--- src/rtl/axi_rd_arb_2to1.sv ---
// Two-client AXI4 read arbiter: round-robin AR issue with a registered
// master AR channel, and in-order R steering from a grant-order FIFO.
module axi_rd_arb_2to1 #(
    parameter int C_M_AXI_ID_WIDTH   = 4,
    parameter int C_M_AXI_ADDR_WIDTH = 64,
    parameter int C_M_AXI_DATA_WIDTH = 512,
    parameter int C_MAX_OUTSTANDING  = 8
) (
    input  logic                          clk,
    input  logic                          rst,

    input  logic                          s00_axi_arvalid,
    output logic                          s00_axi_arready,
    input  logic [C_M_AXI_ADDR_WIDTH-1:0] s00_axi_araddr,
    input  logic [7:0]                    s00_axi_arlen,
    output logic                          s00_axi_rvalid,
    input  logic                          s00_axi_rready,
    output logic [C_M_AXI_DATA_WIDTH-1:0] s00_axi_rdata,
    output logic                          s00_axi_rlast,

    input  logic                          s01_axi_arvalid,
    output logic                          s01_axi_arready,
    input  logic [C_M_AXI_ADDR_WIDTH-1:0] s01_axi_araddr,
    input  logic [7:0]                    s01_axi_arlen,
    output logic                          s01_axi_rvalid,
    input  logic                          s01_axi_rready,
    output logic [C_M_AXI_DATA_WIDTH-1:0] s01_axi_rdata,
    output logic                          s01_axi_rlast,

    output logic                          m_axi_arvalid,
    input  logic                          m_axi_arready,
    output logic [C_M_AXI_ADDR_WIDTH-1:0] m_axi_araddr,
    output logic [1:0]                    m_axi_arburst,
    output logic [7:0]                    m_axi_arlen,
    output logic [2:0]                    m_axi_arsize,
    output logic [C_M_AXI_ID_WIDTH-1:0]   m_axi_arid,
    input  logic                          m_axi_rvalid,
    output logic                          m_axi_rready,
    input  logic [C_M_AXI_DATA_WIDTH-1:0] m_axi_rdata,
    input  logic                          m_axi_rlast,
    input  logic [1:0]                    m_axi_rresp,
    input  logic [C_M_AXI_ID_WIDTH-1:0]   m_axi_rid
);

    localparam int PW = $clog2(C_MAX_OUTSTANDING);
    localparam int CW = PW + 1;

    logic                          arvalid_q, arvalid_d;
    logic [C_M_AXI_ADDR_WIDTH-1:0] araddr_q, araddr_d;
    logic [7:0]                    arlen_q, arlen_d;
    logic                          rr_q, rr_d;
    logic [C_MAX_OUTSTANDING-1:0]  order_q, order_d;
    logic [PW-1:0]                 wr_ptr_q, wr_ptr_d;
    logic [PW-1:0]                 rd_ptr_q, rd_ptr_d;
    logic [CW-1:0]                 count_q, count_d;

    logic slot_free;
    logic accept;
    logic gnt;
    logic head;
    logic has_head;
    logic pop;
    logic unused_inputs;

    assign unused_inputs = ^{m_axi_rresp, m_axi_rid};

    // Grant and R steering; order FIFO bit is 1 when the burst belongs to s01.
    always_comb begin
        slot_free = !arvalid_q || m_axi_arready;
        accept    = !rst && slot_free && (count_q < CW'(C_MAX_OUTSTANDING))
                    && (s00_axi_arvalid || s01_axi_arvalid);
        gnt       = (s00_axi_arvalid && s01_axi_arvalid) ? rr_q : s01_axi_arvalid;

        s00_axi_arready = accept && !gnt;
        s01_axi_arready = accept && gnt;

        has_head = (count_q != '0);
        head     = order_q[rd_ptr_q];

        s00_axi_rvalid = has_head && !head && m_axi_rvalid;
        s01_axi_rvalid = has_head && head && m_axi_rvalid;
        m_axi_rready   = has_head && (head ? s01_axi_rready : s00_axi_rready);
        pop            = m_axi_rvalid && m_axi_rready && m_axi_rlast;
    end

    always_comb begin
        arvalid_d = arvalid_q;
        araddr_d  = araddr_q;
        arlen_d   = arlen_q;
        rr_d      = rr_q;
        order_d   = order_q;
        wr_ptr_d  = wr_ptr_q;
        rd_ptr_d  = rd_ptr_q;
        count_d   = count_q;

        if (accept) begin
            arvalid_d         = 1'b1;
            araddr_d          = gnt ? s01_axi_araddr : s00_axi_araddr;
            arlen_d           = gnt ? s01_axi_arlen : s00_axi_arlen;
            rr_d              = !gnt;
            order_d[wr_ptr_q] = gnt;
            wr_ptr_d          = wr_ptr_q + PW'(1);
        end else if (arvalid_q && m_axi_arready) begin
            arvalid_d = 1'b0;
        end

        if (pop) begin
            rd_ptr_d = rd_ptr_q + PW'(1);
        end

        unique case ({accept, pop})
            2'b10:   count_d = count_q + CW'(1);
            2'b01:   count_d = count_q - CW'(1);
            default: count_d = count_q;
        endcase
    end

    always_ff @(posedge clk or posedge rst) begin
        if (rst) begin
            arvalid_q <= 1'b0;
            araddr_q  <= '0;
            arlen_q   <= '0;
            rr_q      <= 1'b0;
            order_q   <= '0;
            wr_ptr_q  <= '0;
            rd_ptr_q  <= '0;
            count_q   <= '0;
        end else begin
            arvalid_q <= arvalid_d;
            araddr_q  <= araddr_d;
            arlen_q   <= arlen_d;
            rr_q      <= rr_d;
            order_q   <= order_d;
            wr_ptr_q  <= wr_ptr_d;
            rd_ptr_q  <= rd_ptr_d;
            count_q   <= count_d;
        end
    end

    assign m_axi_arvalid = arvalid_q;
    assign m_axi_araddr  = araddr_q;
    assign m_axi_arlen   = arlen_q;
    assign m_axi_arburst = 2'b01;
    assign m_axi_arsize  = 3'($clog2(C_M_AXI_DATA_WIDTH / 8));
    assign m_axi_arid    = '0;

    assign s00_axi_rdata = m_axi_rdata;
    assign s01_axi_rdata = m_axi_rdata;
    assign s00_axi_rlast = m_axi_rlast;
    assign s01_axi_rlast = m_axi_rlast;

endmodule

--- config.mk ---
export PLATFORM = sky130hd
export DESIGN_NAME = axi_rd_arb_2to1
export DESIGN_NICKNAME = d
export VERILOG_FILES = /design/src/rtl/axi_rd_arb_2to1.sv
export SDC_FILE = /design/constraint.sdc
export NUM_CORES = 1
export LEC_CHECK = 0
export CAP_MARGIN = 25
export CORE_AREA = 2 2 687 689
export CTS_BUF_LIST = sky130_fd_sc_hd__clkbuf_8 sky130_fd_sc_hd__clkbuf_16
export CTS_CLUSTER_DIAMETER = 50
export DETAILED_ROUTE_END_ITERATION = 7
export DIE_AREA = 0 0 689 691
export DONT_BUFFER_PORTS = 1
export PLACE_DENSITY = 0.3
export SLEW_MARGIN = 20
export SYNTH_ARGS = -nofsm -noshare
export SYNTH_HDL_FRONTEND = slang
export SYNTH_SLANG_ARGS = --single-unit
--- constraint.sdc ---
create_clock -name clk -period 4.5 [get_ports clk]
set_clock_uncertainty 0.15 [all_clocks]
set_input_delay 0.9 -clock clk [delete_from_list [all_inputs] [get_ports clk]]
set_output_delay 0.9 -clock clk [all_outputs]
set_load 0.01 [all_outputs]
==> summary.md <==
| Metric | Value |
|---|---|
| Status | finished, final reports clean |
| EDFF count, synth | 0 |
| RSZ-0062 raised after global routing | no |
| Setup TNS | 0 ns |
| Top cells by area, synth | buf_4 64%, dfrtp_1 19%, nand2_1 4.8% |
| Max capacitance violation total | 0 |
| Average routed wire per standard cell | around 47 um |
| Clk pin slew, worst setup/hold paths | around 0.15 ns |
| Iteration-0 DRC Markers | between 800 and 900 |
| Reg power frac | 0.456 |
| Logic pwr share | 0.262 |
| FF+latch count, synth | 92 |
| CP max stage delay | about 0.84 ns |
| Pins Over Slew Limit | 0 |
| Post-CTS Setup Bufs | 0 |
| CP required | around 3.5 ns |
| RR Startpoint | rd_ptr_q[0] |
| Post-synth top area share | 0.6433 |
| Hold WC Path Type | in2async |
| Hold buffer count at CTS | 0 |
| Post-cts sizing count | 0 |
| IO Pins | between 1,500 and 2,000 |
| Max VDD drop | 199.3 uV |
| Crit path kind | reg2out |
| Total grt overflow | 0 |
| CTS Buffer Depth | 3 |
| TritonCTS clock tree | yes |
| FMAX | approximately 260 MHz |
| All-Layer GR Usage | 0.1290 |
| Synthesis-to-finish area growth | 4.257% |
| Slowest cell on crit path | a21oi_1 |
| Initial Util | 0.02575 |
| Full die area | roughly 0.48 mm^2 |
| Area leader, netlist | buf_4 |
| Cell area after synthesis | ~0.012 mm^2 |
| Worst endpoint data arrival time | roughly 2.8 ns |
| Via count | ~7,400 |
| Ys Warns | 0 |
| Slew @ Worst Pin | between 1 and 1.5 ns |
| Post-synth cell types | 33 |
| Ys async rst share | 1.000 |
| Int Power | between 2000 and 2500 uW |
| Antenna violations before repair | 75 |
| Die H | approximately 690 um |
| Critical-path cell list | mux4_1 > mux2i_1 > nand2_1 > a21oi_1 |
| Sequential area share after synthesis | 0.1906 |
| Synth Instances | ~1,500 |
| Top delay family on crit path | multiplexers |
| Dpl hpwl | between 300,000 and 400,000 um |
| # DRC | 0 |
| Net count reported at finish | between 1,000 and 1,500 |
| I/O Buffers | 0 |
| Total power per unit cell area | ~350 mW/mm^2 |
| Detail Route Antenna Nets | 0 |
| Detailed-router iteration count before antenna repair | 6 |
| Ratio of cells with drive above 1 in the final layout | 0.08081 |
| Static Leak | ~0.0021 uW |
| Die width | 689 um |
| Setup violators final | 0 |
| GP Congestion | about 0.67 |
| Final Core Density | 0.02684 |
| Vias/cell | 1.105 |
| Critical path buffers and inverters | 0 |
| R2R depth | 10 |
| Sinks on Clock Net | a little over 90 |
| Top FF cell, synth | dfrtp_1 |
| Row Count | roughly 250 |
| H-tree depth | 3 |
| CTS buffer count | 13 |
| Vias in the first global route | 6,228 |
| First-pass GRT wire length | ~340,000 um |
| Switching power | around 2100 uW |
| Root Buffer | clkbuf_16 |
| Minimum clock period | approximately 3.8 ns |
| Power share of the clock group | 0.282 |
| Max transition margin | 0.2675 |
| Final period utilization | 0.8523 |
| Switching share of power | 0.4784 |
| Routed WL | approximately 320,000 um |
| CP Capture Type | output port |
| Largest net degree at the start of global routing | 151 |
| Core ar. | 0.4692 mm^2 |
| Max FO, Critical Path | 4 |
| Clock Latency Late Sink | between 0.5 and 0.6 ns |
| Crit start category | flop |
| Hold Fails Final Rpt | 0 |
| R2R Path End | count_q[3] |
| Post-Syn Area per Cell | around 7.9 um^2 |
| Setup slack, reg-to-reg | 1.31 ns |
[cell usage in the layout (no fill, tap or decap), drive strengths merged, types with 2 or more instances in the layout]
cell type | netlist | final
xor2 | 3 | 3
mux4 | 2 | 2
ha | 5 | 5
nor2 | 79 | 79
mux2i | 3 | 3
bufinv | 0 | 2
buf | 1038 | 11
nor4 | 2 | 2
clkinvlp | 0 | 2
nand2 | 156 | 156
dfrtp | 92 | 92
conb | 2 | 9
mux2 | 7 | 7
nor4b | 2 | 2
a21oi | 3 | 3
nand4b | 2 | 2
diode | 0 | 9
o21ai | 6 | 6
a31oi | 72 | 72
nand3 | 3 | 3
xnor2 | 5 | 5
clkbuf | 34 | 13
inv | 8 | 8
[metrics by stage]
step                      worst slack, ns  power (uW)  cells  hold slack [ns]  area (um^2)
after floorplan                     1.058        3386   1539           0.2915        12110
after global placement             0.8474        3274   6699           0.3439        12120
after detailed placement            1.167        3286   6701           0.3310        12170
after CTS                          0.6216        4646   6718          0.09809        12570
after global routing               0.6227        4783   6719           0.1238        12570
final                              0.6648        4436   6727           0.1108        12590
[worst max path at each step]
stage	from	slack [ns]	endpoint	depth (start not counted)
global route	rd_ptr_q[0]	0.62	m_axi_rready	4
floorplan	rst	1.06	count_q[0]	1
global placement	s01_axi_arvalid	0.85	s00_axi_arready	3
CTS	rd_ptr_q[0]	0.62	m_axi_rready	4
detailed placement	s01_axi_arvalid	1.17	count_q[3]	9
finish	rd_ptr_q[0]	0.66	m_axi_rready	4
[worst reg2reg max path: stages (launching register included)]
cell and delay [ns]:
dfrtp_1 0.45, mux4_1 0.63, mux2_4 0.32, mux2i_4 0.25, ha_1 0.25, ha_1 0.24
a21o_1 0.18, a21oi_1 0.20, xnor2_1 0.16, nor2_1 0.08, xor2_1 0.14
[final cells by class]
cell class,instances,area [um^2]
clock buffers,13,325.3
fillers,56106,456600
repair buffers,11,152.6
flip-flops and latches,92,2302
well taps,6223,7786
inverters,8,35.03
multi-input cells,367,1894
diodes,9,22.52
clock inverters,4,75.07
[cells in the mapped netlist (3+ instances only)]
| cell | number |
|---|---|
| a21oi_1 | 3 |
| a31oi_1 | 72 |
| buf_4 | 1035 |
| clkbuf_1 | 34 |
| dfrtp_1 | 92 |
| ha_1 | 5 |
| inv_1 | 8 |
| mux2_2 | 5 |
| nand2_1 | 156 |
| nand3_1 | 3 |
| nor2_1 | 79 |
| o21ai_0 | 5 |
| xnor2_1 | 5 |
| xor2_1 | 3 |
[metal layers]
layer	up-vias	share of wire	wire length [um]	global-route usage
met5	-	0.0075	2395	0.03647
met4	36	0.031	9956	0.03196
met3	319	0.37	116500	0.2229
met2	2475	0.41	130700	0.1883
met1	2942	0.18	58350	0.06798
li1	1658	-	-	-
[kinds of logic after synthesis]
group,Yosys count,share of synthesized area
other,2,0.0006217
AOI/OAI and AO/OA,85,0.04413
adders and majority gates,6,0.006837
DFF,92,0.1906
muxes,12,0.01502
and+or+nand+nor,247,0.07966
buffers and inverters,1080,0.6573
xor gates and xnor gates,8,0.005801
[flip-flops by register name (all words and copies together), names as in the netlist]
register       flops
order_q            8
count_q            4
m_axi_arlen        8
m_axi_araddr      64
m_axi_arvalid      1
wr_ptr_q           3
rr_q               1
rd_ptr_q           3
[power by group through the flow]
| stage | sequential (uW) | clock (uW) | combinational (uW) |
|---|---|---|---|
| finish | 2020 | 1250 | 1160 |
| global route | 2100 | 1370 | 1310 |
| CTS | 2070 | 1380 | 1200 |
| detailed placement | 2090 | 0 | 1200 |
| global placement | 2080 | 0 | 1190 |
| floorplan | 1610 | 0 | 1770 |
Note: power is estimated with default switching activity, not from simulation.
